--- config.mk ---
export PLATFORM = sky130hd
export DESIGN_NAME = mem_access_ctrl_flat
export DESIGN_NICKNAME = d
export VERILOG_FILES = /design/src/rtl/mem_access_ctrl_if.sv /design/src/rtl/mem_access_ctrl.sv /design/src/flat_wrapper.sv
export SDC_FILE = /design/constraint.sdc
export NUM_CORES = 1
export LEC_CHECK = 0
export ABC_AREA = 1
export CAP_MARGIN = 10
export CORE_AREA = 8 8 95 97
export CTS_CLUSTER_SIZE = 24
export DETAILED_ROUTE_END_ITERATION = 8
export DIE_AREA = 0 0 103 105
export HOLD_SLACK_MARGIN = 0.06
export MAX_ROUTING_LAYER = met4
export PLACE_DENSITY = 0.78
export SKIP_LAST_GASP = 1
export SLEW_MARGIN = 20
export SYNTH_ARGS = -nofsm -noshare
export SYNTH_HDL_FRONTEND = slang
export SYNTH_SLANG_ARGS = --single-unit
--- constraint.sdc ---
create_clock -name clk -period 1.6 [get_ports clk]
set_input_delay 0.24 -clock clk [delete_from_list [all_inputs] [get_ports clk]]
set_output_delay 0.24 -clock clk [all_outputs]
set_load 0.005 [all_outputs]
--- src/rtl/mem_access_ctrl_if.sv ---
// Data-memory bus between the memory-stage controller (master) and data memory (slave).
// Handshake: master raises req with we/addr/wdata stable and holds them until it drops req;
// slave signals completion by asserting ack for one cycle, with rdata valid in that cycle.
interface mem_access_ctrl_if;
    logic        req;
    logic        we;
    logic [15:0] addr;
    logic [15:0] wdata;
    logic        ack;
    logic [15:0] rdata;

    modport master (output req, we, addr, wdata, input ack, rdata);
    modport slave  (input req, we, addr, wdata, output ack, rdata);
endinterface

--- src/rtl/mem_access_ctrl.sv ---
// Memory-stage controller: issues load/store transactions to data memory, stalls upstream
// while they are outstanding, and forwards ALU results to write-back with one cycle latency.
module mem_access_ctrl #(
    parameter int unsigned TIMEOUT_CYCLES = 16
) (
    input  logic                     clk,
    input  logic                     rst,
    input  logic [15:0]              alu_result,
    input  logic [15:0]              rdata2,
    input  logic                     mem_wen,
    input  logic                     mem_ren,
    input  logic                     mem_to_reg,
    input  logic                     reg_wen,
    input  logic [3:0]               reg_waddr,
    mem_access_ctrl_if.master        dmem,
    output logic                     stall,
    output logic                     wb_valid,
    output logic [15:0]              wb_data,
    output logic                     wb_reg_wen,
    output logic [3:0]               wb_reg_waddr,
    output logic                     err,
    output logic [1:0]               fsm_state
);
    typedef enum logic [1:0] {
        IDLE   = 2'd0,
        ACCESS = 2'd1,
        DONE   = 2'd2
    } state_t;

    localparam logic [7:0] TIMEOUT_LAST = 8'(TIMEOUT_CYCLES - 1);

    state_t      state_q, state_d;
    logic [7:0]  cnt_q, cnt_d;
    logic        lat_m2r_q, lat_m2r_d;
    logic        lat_wen_q, lat_wen_d;
    logic [3:0]  lat_waddr_q, lat_waddr_d;
    logic        req_d, we_d;
    logic [15:0] addr_d, wdata_d;
    logic        wb_valid_d, wb_reg_wen_d, err_d;
    logic [15:0] wb_data_d;
    logic [3:0]  wb_reg_waddr_d;
    logic        mem_op;
    logic        timeout;

    assign mem_op    = mem_ren | mem_wen;
    // Counter is compared before it increments, so it never passes TIMEOUT_LAST.
    assign timeout   = !dmem.ack && (cnt_q == TIMEOUT_LAST);
    assign fsm_state = state_q;

    always_ff @(posedge clk) begin
        if (rst) state_q <= IDLE;
        else     state_q <= state_d;
    end

    always_comb begin
        state_d        = state_q;
        stall          = 1'b0;
        cnt_d          = cnt_q;
        lat_m2r_d      = lat_m2r_q;
        lat_wen_d      = lat_wen_q;
        lat_waddr_d    = lat_waddr_q;
        req_d          = dmem.req;
        we_d           = dmem.we;
        addr_d         = dmem.addr;
        wdata_d        = dmem.wdata;
        wb_valid_d     = 1'b0;
        wb_data_d      = wb_data;
        wb_reg_wen_d   = 1'b0;
        wb_reg_waddr_d = wb_reg_waddr;
        err_d          = 1'b0;
        case (state_q)
            IDLE: begin
                if (mem_op) begin
                    stall       = 1'b1;
                    state_d     = ACCESS;
                    req_d       = 1'b1;
                    we_d        = mem_wen;
                    addr_d      = alu_result;
                    wdata_d     = rdata2;
                    lat_m2r_d   = mem_to_reg;
                    lat_wen_d   = reg_wen;
                    lat_waddr_d = reg_waddr;
                    cnt_d       = 8'd0;
                end else begin
                    wb_valid_d     = 1'b1;
                    wb_data_d      = alu_result;
                    wb_reg_wen_d   = reg_wen;
                    wb_reg_waddr_d = reg_waddr;
                end
            end
            ACCESS: begin
                stall = 1'b1;
                if (dmem.ack) begin
                    state_d        = DONE;
                    req_d          = 1'b0;
                    wb_valid_d     = 1'b1;
                    wb_data_d      = lat_m2r_q ? dmem.rdata : dmem.addr;
                    wb_reg_wen_d   = lat_wen_q;
                    wb_reg_waddr_d = lat_waddr_q;
                end else if (timeout) begin
                    state_d        = DONE;
                    req_d          = 1'b0;
                    wb_valid_d     = 1'b1;
                    wb_data_d      = 16'h0000;
                    wb_reg_waddr_d = lat_waddr_q;
                    err_d          = 1'b1;
                end else begin
                    cnt_d = cnt_q + 8'd1;
                end
            end
            // EXE/MEM still holds the finished op here; releasing stall lets it advance.
            DONE: state_d = IDLE;
            default: state_d = IDLE;
        endcase
    end

    always_ff @(posedge clk) begin
        if (rst) begin
            cnt_q        <= 8'd0;
            lat_m2r_q    <= 1'b0;
            lat_wen_q    <= 1'b0;
            lat_waddr_q  <= 4'd0;
            dmem.req     <= 1'b0;
            dmem.we      <= 1'b0;
            dmem.addr    <= 16'h0000;
            dmem.wdata   <= 16'h0000;
            wb_valid     <= 1'b0;
            wb_data      <= 16'h0000;
            wb_reg_wen   <= 1'b0;
            wb_reg_waddr <= 4'd0;
            err          <= 1'b0;
        end else begin
            cnt_q        <= cnt_d;
            lat_m2r_q    <= lat_m2r_d;
            lat_wen_q    <= lat_wen_d;
            lat_waddr_q  <= lat_waddr_d;
            dmem.req     <= req_d;
            dmem.we      <= we_d;
            dmem.addr    <= addr_d;
            dmem.wdata   <= wdata_d;
            wb_valid     <= wb_valid_d;
            wb_data      <= wb_data_d;
            wb_reg_wen   <= wb_reg_wen_d;
            wb_reg_waddr <= wb_reg_waddr_d;
            err          <= err_d;
        end
    end
endmodule

--- src/flat_wrapper.sv ---
// flat-port wrapper written by rule: the top's interface ports become plain ports
module mem_access_ctrl_flat 
#(
    parameter int unsigned TIMEOUT_CYCLES = 16
)
  (clk, rst, alu_result, rdata2, mem_wen, mem_ren, mem_to_reg, reg_wen, reg_waddr, stall, wb_valid, wb_data, wb_reg_wen, wb_reg_waddr, err, fsm_state, dmem_req, dmem_we, dmem_addr, dmem_wdata, dmem_ack, dmem_rdata);
  mem_access_ctrl_if dmem_i ();
  input  logic clk;
  input  logic rst;
  input  logic [15:0] alu_result;
  input  logic [15:0] rdata2;
  input  logic mem_wen;
  input  logic mem_ren;
  input  logic mem_to_reg;
  input  logic reg_wen;
  input  logic [3:0] reg_waddr;
  output logic stall;
  output logic wb_valid;
  output logic [15:0] wb_data;
  output logic wb_reg_wen;
  output logic [3:0] wb_reg_waddr;
  output logic err;
  output logic [1:0] fsm_state;
  output wire logic [$bits(dmem_i.req)-1:0] dmem_req;
  output wire logic [$bits(dmem_i.we)-1:0] dmem_we;
  output wire logic [$bits(dmem_i.addr)-1:0] dmem_addr;
  output wire logic [$bits(dmem_i.wdata)-1:0] dmem_wdata;
  input wire logic [$bits(dmem_i.ack)-1:0] dmem_ack;
  input wire logic [$bits(dmem_i.rdata)-1:0] dmem_rdata;
  assign dmem_req = dmem_i.req;
  assign dmem_we = dmem_i.we;
  assign dmem_addr = dmem_i.addr;
  assign dmem_wdata = dmem_i.wdata;
  assign dmem_i.ack = dmem_ack;
  assign dmem_i.rdata = dmem_rdata;
  mem_access_ctrl #(.TIMEOUT_CYCLES(TIMEOUT_CYCLES)) u_core (.clk(clk), .rst(rst), .alu_result(alu_result), .rdata2(rdata2), .mem_wen(mem_wen), .mem_ren(mem_ren), .mem_to_reg(mem_to_reg), .reg_wen(reg_wen), .reg_waddr(reg_waddr), .dmem(dmem_i), .stall(stall), .wb_valid(wb_valid), .wb_data(wb_data), .wb_reg_wen(wb_reg_wen), .wb_reg_waddr(wb_reg_waddr), .err(err), .fsm_state(fsm_state));
endmodule
Yosys cells after proc, flatten, opt, wreduce, memory -nomap -nowiden
Cells that the tools add are included.

word-level totals
  flip-flop bits (word level) = 73
  input bits = 59
  output and inout bits = 60

operators by class
  add/subtract/negate cells = 1
  eq/ne operators = 7
  muxes and demuxes = 30
  bitwise operators = 2
  reduce and logical (&&, ||, !) cells = 10

operators with widths
  kind                   count
  $mux W16               4
  $pmux W16 S2           1
  $mux W8                3
  $pmux W8 S2            1
  $mux W4                3
  $mux W1                9
  $add A8 B1 Y8 const B  1
  $eq A8 B4 Y1 const B   1
  $pmux W1 S2            4
  $pmux W4 S2            1
  $mux W2                3
  $ne A2 B2 Y1 const B   3
  $reduce_and A3 Y1      2
  $pmux W2 S2            1
  $reduce_and A2 Y1      2
  $reduce_and A4 Y1      1
  $ne A3 B2 Y1 const B   1
  $reduce_or A3 Y1       1
  $eq A2 B1 Y1 const B   1
  $logic_not A2 Y1       1
  $ne A2 B1 Y1 const B   1
  $reduce_bool A2 Y1     1
  $logic_and A1 B1 Y1    1
  $logic_not A1 Y1       1
  other kinds (2)        2

Logic depth before layout (Yosys ltp)
Gate-level depths: netlist of run 1.

  word-level depth = 5
  mapped depth = 9

Worst setup path before layout of run 1
Ideal clock, no wire load.

  kind = register to register
  from = register u_core.cnt_q[0]
  to = register u_core.wb_data[10]
  setup time = 113 ps
  arrival time = 1260 ps
  data required time = 1487 ps
  setup slack = 228 ps
  cell stages (with the launch flop) = 8
  period minus slack after synthesis = 1372 ps
  cells stage by stage = dfxtp_1 ha_1 nand3_2 o21ai_4 nand2_4 buf_2 nor2_1 nor2_1

on the way
  longest elaborated chain between the ends = 4

ends and longest elaborated chain
  element                      line                    RTL
  from (decl)                  mem_access_ctrl.sv:33   logic [7:0] cnt_q, cnt_d;
  from (signal assigned)       mem_access_ctrl.sv:133  cnt_q <= cnt_d;
  $eq A8 B4 Y1                 mem_access_ctrl.sv:47   assign timeout = !dmem.ack && (cnt_q == TIMEOUT_LAST);
  $logic_and A1 B1 Y1          mem_access_ctrl.sv:47
  $ne A3 B2 Y1 (no line)       n/a
  $reduce_and A3 Y1 (no line)  n/a
  to (signal assigned)         mem_access_ctrl.sv:142  wb_data <= wb_data_d;
  to (decl)                    mem_access_ctrl.sv:18   output logic [15:0] wb_data,

Every way passes these cells.
A chain may end at the register's enable or synchronous reset.

Worst setup path in the final report of run 1
  from = register u_core.state_q[1], in the netlist u_core.fsm_state[1]
  to = output port stall

on the way
  longest elaborated chain between the ends = 2

ends and longest elaborated chain
  element                                                  line                   RTL
  from (decl)                                              mem_access_ctrl.sv:32  state_t state_q, state_d;
  from (signal assigned)                                   mem_access_ctrl.sv:52  else state_q <= state_d;
  $eq A2 B1 Y1 / $logic_not A2 Y1 (equally long branches)  mem_access_ctrl.sv:71  case (state_q)
  $pmux W1 S2 (*)                                          mem_access_ctrl.sv:71
  to (decl)                                                flat_wrapper.sv:17     output logic stall;

Mark *: on every way between the ends. The rest lies on a longest branch, timed or not.

==> results.cfg, run 1 <==
[sta]
finalHoldViolCount = 0
slew_headroom_pct = 66.5
finalSetupViolCount = 0
rsz0062_at_grt = yes
post-route-min-period_ps = 1580
tightest_slew_ps = 502
min_period_over_period_pct = 98.5
layout_setup_ws_ps = 24.1
finalMaxSlewViolations = 0
clock.fmax_mhz = 635
whs_ps = 440
setup_tns_ps = 0
fin_worst_skew_ps = 7.85

[setup_path]
cp_slowest_cell = dfxtp_1
path_delay_family = flip-flops
worstSetupPathType = reg2out
critPathLaunchType = flip-flop
rr_endpoint = u_core.wb_reg_waddr[0]
crit_arrival_ps = 1340
regToRegSetupSlack_ps = 80
r2r_start = u_core.cnt_q[5]
slowest_delay_ps = 390
worstRegToRegCells = 7
worstPathRequired_ps = 1360
crit_chain = inv_1, nand2_2, nand2_1, dlygate4sd2_1
cp_max_fo = 7
end_kind = output port
cp.buffers_inverters = 2

[clock_network]
cts_tree = done
insertion_delay_ps = 350
cts.sinks = 73
clk_pin_slew_ps = 70
cts_inserted_buffers = 9
htree_num_levels = 3
holdBufCountCts = 0
cts_root_buffer = clkbuf_8
cts_buffer_depth = 2

[power]
max-vdd-ir-drop_v = 0.000609
pwr_density_cell_nw_per_um2 = 1050
p_leak_nw = 2.13

[route]
viasPerCell = 4.91
first_pass_iters = 4
wire_per_inst_um = 14.5
drt_iter0_drc = 173
routed_wl_mm = 10.3
drc = 0
ant_nets = 0
via_count = 3483

[place]
dp_hpwl_mm = 7.39
place_ws_ps = -158
portBuffers = 118
gp_congestion = 0.821
placed_cells = 691

[die]
fp-row-count = 32
initial_core_util_pct = 42.9
ios = 119
fp.dieH_um = 105
die_w_um = 103
core_um2 = 7530
die_area_um2 = 10800

[global_routing]
grt_pass1_wl_mm = 16.5
grt_pass1_vias = 3592
grt_overflow = 0
antenna_found_initial = 0
grt_max_degree = 40
grt_usage_pct = 19.6

[finish]
drive_gt1_share_pct = 9.70
syn2layout_area_growth_pct = 54.0
fin_util_pct = 66.1
fin_cells = 710
final_common_cell = clkdlybuf4s50_1
num_antenna_cells = 0
layout_common_cells = clkdlybuf4s50_1, nor2_1, nand2_1
nets = 663

[yosys]
postSynthCellCount = 472
ys.warnings.count = 0
synth.cell_area_um2 = 3230
synth_area_leaders = dfxtp_1, nor2_1, nand2_1
avgSynthCellArea_um2 = 6.84
ys_types = 28
synth_seq_cells = 73
yosysSeqAreaShare_pct = 45.3
yosys.area.top_type = dfxtp_1
synth_top_area_share_pct = 45.3
synth_nets = 532

[min_path]
hp-class = reg2reg
hold_depth = 1
hold_end = u_core.cnt_q[0]
min_from = u_core.cnt_q[0]

[run_status]
status = completed

[job]
drv_cap = 0
[cell usage after synthesis]
master and instances:
nor2_1 109, nand2_1 107, dfxtp_1 73, o21ai_0 56
inv_1 32, a21oi_1 21, a21boi_0 16, buf_2 13
nand3_1 13, clkbuf_1 10, inv_2 2, nand4_1 2
nor2_2 2, nor3_1 2, buf_4 1, buf_6 1
clkbuf_2 1, ha_1 1, nand2_2 1, nand2_4 1
nand3_2 1, nor3b_1 1, nor4_1 1, o21ai_1 1
o21ai_2 1, o21ai_4 1, o21bai_1 1, o22ai_1 1
[routing by layer]
metal  global-route usage, %  routed length (µm)  share of wire [%]
met5                       -                   0                  0
met4                    9.10                 281                2.7
met3                    5.24                 710                6.9
met2                    31.7                4940                 48
met1                    21.8                4340                 42
[stage by stage]
stage	total power, mW	instance area (µm²)
finish	5.21	4970
CTS	5.19	4890
floorplan	2.72	3230
global placement	3.40	4640
global route	5.48	4970
detailed placement	3.44	4640
[worst reg2reg max path: stages, from the launching register on]
cell and delay, ps:
dfxtp_1 370, nor2_1 190, nand2_1 150, o21ai_4 230, buf_12 160, buf_4 130, nand3_1 60, a21oi_1 170
[where the power goes]
part | total, mW | switching, mW | internal, mW
clock network | 1.76 | 0.686 | 1.08
logic | 1.34 | 0.638 | 0.697
registers | 2.11 | 0.108 | 2.00
total | 5.21 | 1.43 | 3.78
[logic make-up (layout without fill, tap and decap cells)]
kind of cell	Yosys count	count (layout)	synth area share, %
AND/OR/NAND/NOR	240	241	29.5
buffers and inverters	60	195	7.87
flip-flops	73	73	45.3
adder cells (fa/ha/maj)	1	1	0.387
AO/OA/AOI/OAI	98	98	17.0
[area by class of cell]
type                       count  area [µm²]
multi-input combinational    340        1570
tap                          102         128
inverter                      34         128
timing repair buffer         145        1440
clock buffer                  11         141
clock inverter                 5         103
sequential                    73        1460
fill                         677        2550
[registers in the layout, indices dropped and copies added, names as in the netlist]
| name | count |
|---|---|
| u_core.dmem.we | 1 |
| u_core.cnt_q | 8 |
| u_core.wb_reg_wen | 1 |
| u_core.err | 1 |
| u_core.wb_data | 16 |
| u_core.wb_valid | 1 |
| u_core.lat_wen_q | 1 |
| u_core.lat_m2r_q | 1 |
| u_core.fsm_state | 2 |
| u_core.dmem.addr | 16 |
| u_core.lat_waddr_q | 4 |
| u_core.dmem.wdata | 16 |
| u_core.wb_reg_waddr | 4 |
| u_core.dmem.req | 1 |
[timing repair]
action | CTS | global route
pin swaps | 1 | 1
gates resized for setup | 2 | 11
setup endpoints to repair | 13 | 27
cloned | 0 | 1
setup buffers | 0 | 2
[worst max-delay path by stage]
stage / start / slack, ps / depth (start not counted) / endpoint
after floorplan: u_core.cnt_q[0] / 230 / 7 / u_core.wb_data[10]
after global placement: mem_wen / -90 / 4 / stall
after detailed placement: mem_wen / -160 / 8 / u_core.wb_data[12]
after CTS: u_core.cnt_q[1] / 4 / 6 / u_core.wb_data[8]
after global routing: u_core.fsm_state[1] / -10 / 4 / stall
final: u_core.fsm_state[1] / 20 / 4 / stall
(Power assumes the default switching activity.)
==> run 2, diff against run 1 <==
Settings changed: CTS_CLUSTER_SIZE 24 to 16.
==> results of run 2 <==
Same layout as run 1: the final DEF is identical, and so are final timing and power.
==> run 3, diff against run 2 <==
Settings changed: SKIP_LAST_GASP 1 to unset, SLEW_MARGIN 20 to unset.
==> results.cfg, run 3 (synthesis results as in run 1) <==
[route]
wire_per_inst_um = 14.4
first_pass_iters = 4
drc = 0
drt_iter0_drc = 167
viasPerCell = 4.85
routed_wl_mm = 10.2
via_count = 3440
ant_nets = 0

[clock_network]
cts_inserted_buffers = 9
holdBufCountCts = 0
cts_buffer_depth = 2
insertion_delay_ps = 350
clk_pin_slew_ps = 70
cts_root_buffer = clkbuf_8
cts_tree = done
htree_num_levels = 3
cts.sinks = 73

[finish]
layout_common_cells = clkdlybuf4s50_1, nor2_1, nand2_1
final_common_cell = clkdlybuf4s50_1
syn2layout_area_growth_pct = 54.1
num_antenna_cells = 0
top_regs = u_core.dmem.addr: 16 flops, u_core.dmem.wdata: 16 flops, u_core.wb_data: 16 flops
nets = 663
nFillCells = 677
drive_gt1_share_pct = 9.70

[die]
fp-row-count = 32
initial_core_util_pct = 42.9
core_um2 = 7530
die_w_um = 103
die_area_um2 = 10800
fp.dieH_um = 105
ios = 119

[sta]
min_period_over_period_pct = 96.7
finalHoldViolCount = 0
finalMaxSlewViolations = 0
slew_headroom_pct = 66.2
whs_ps = 436
fin_worst_skew_ps = 7.99
layout_setup_ws_ps = 53.6
tightest_slew_ps = 507
clock.fmax_mhz = 647
post-route-min-period_ps = 1550
rsz0062_at_grt = no
finalSetupViolCount = 0

[setup_path]
regToRegSetupSlack_ps = 70
cp_max_fo = 3
worstSetupPathType = reg2out
slowest_delay_ps = 550
path_delay_family = buffers and inverters
crit_chain = clkdlybuf4s50_1
r2r_start = u_core.cnt_q[5]
cp.buffers_inverters = 1
cp_slowest_cell = clkdlybuf4s50_1
rr_endpoint = u_core.wb_reg_waddr[0]
end_kind = output port
worstRegToRegCells = 7
worstPathRequired_ps = 1360
critPathLaunchType = flip-flop
crit_arrival_ps = 1310

[place]
place_ws_ps = -158
gp_congestion = 0.821
dp_hpwl_mm = 7.39
portBuffers = 118

[global_routing]
top_usage_layer = met2
globalRouteMet1Util_pct = 21.8
antenna_found_initial = 0
grt_overflow = 0
grt_max_degree = 40
grt_usage_pct = 19.6
grt_pass1_vias = 3592
gr-usage-met3_pct = 5.24
grt_pass1_wl_mm = 16.5
grt_util_met2_pct = 31.7

[min_path]
hold_end = u_core.cnt_q[0]
min_from = u_core.cnt_q[0]
hp-class = reg2reg
hold_depth = 1

[run_status]
status = completed

[power]
pwr_density_cell_nw_per_um2 = 1050
p_leak_nw = 2.13
max-vdd-ir-drop_v = 0.000616

[job]
drv_cap = 0
## run 3: report_power, final
group | leakage (nW) | internal [mW] | switching [mW]
sequential | 0.605 | 2.00 | 0.108
combinational | 1.40 | 0.699 | 0.637
clock | 0.120 | 1.08 | 0.687
## run 3: per-layer routing
layer,vias to the layer above,wire (µm)
met5,-,0
met4,0,244
met3,17,656
met2,102,4950
met1,1568,4390
li1,1753,-
## run 3: area by class of cell
| type | count | area (µm²) | share of cell area [%] |
|---|---|---|---|
| inverter | 34 | 128 | 2.56 |
| multi-input combinational | 340 | 1570 | 31.6 |
| sequential | 73 | 1460 | 29.4 |
| clock buffer | 11 | 141 | 2.84 |
| timing repair buffer | 145 | 1440 | 28.9 |
| clock inverter | 5 | 103 | 2.06 |
| tap | 102 | 128 | 2.56 |
## run 3: repair_timing
item / 4_1_cts / 5_1_grt
gates resized for setup: 2 / 12
gates cloned: 0 / 1
endpoints found under the setup margin: 13 / 27
setup buffers: 0 / 2
pin swaps: 1 / 1
## run 3: worst max path at each step
| stage | start | to | slack, ps | cells past startpoint |
|---|---|---|---|---|
| global placement | mem_wen | stall | -90 | 4 |
| detailed placement | mem_wen | u_core.wb_data[12] | -160 | 8 |
| CTS | u_core.cnt_q[1] | u_core.wb_data[8] | 4 | 6 |
| global route | u_core.cnt_q[5] | u_core.wb_reg_waddr[0] | 2 | 7 |
| floorplan | u_core.cnt_q[0] | u_core.wb_data[10] | 230 | 7 |
| finish | u_core.fsm_state[0] | fsm_state[0] | 50 | 1 |
## run 3: per-stage QoR
stage	setup TNS, ps	util [%]	area [µm²]	cells	power [mW]
final	0	66.1	4980	710	5.21
after global routing	0	66.1	4980	710	5.48
after CTS	0	65.0	4890	707	5.19
after detailed placement	-5140	61.7	4640	691	3.44
after global placement	-1790	61.7	4640	691	3.40
after floorplan	0	-	3230	472	2.72
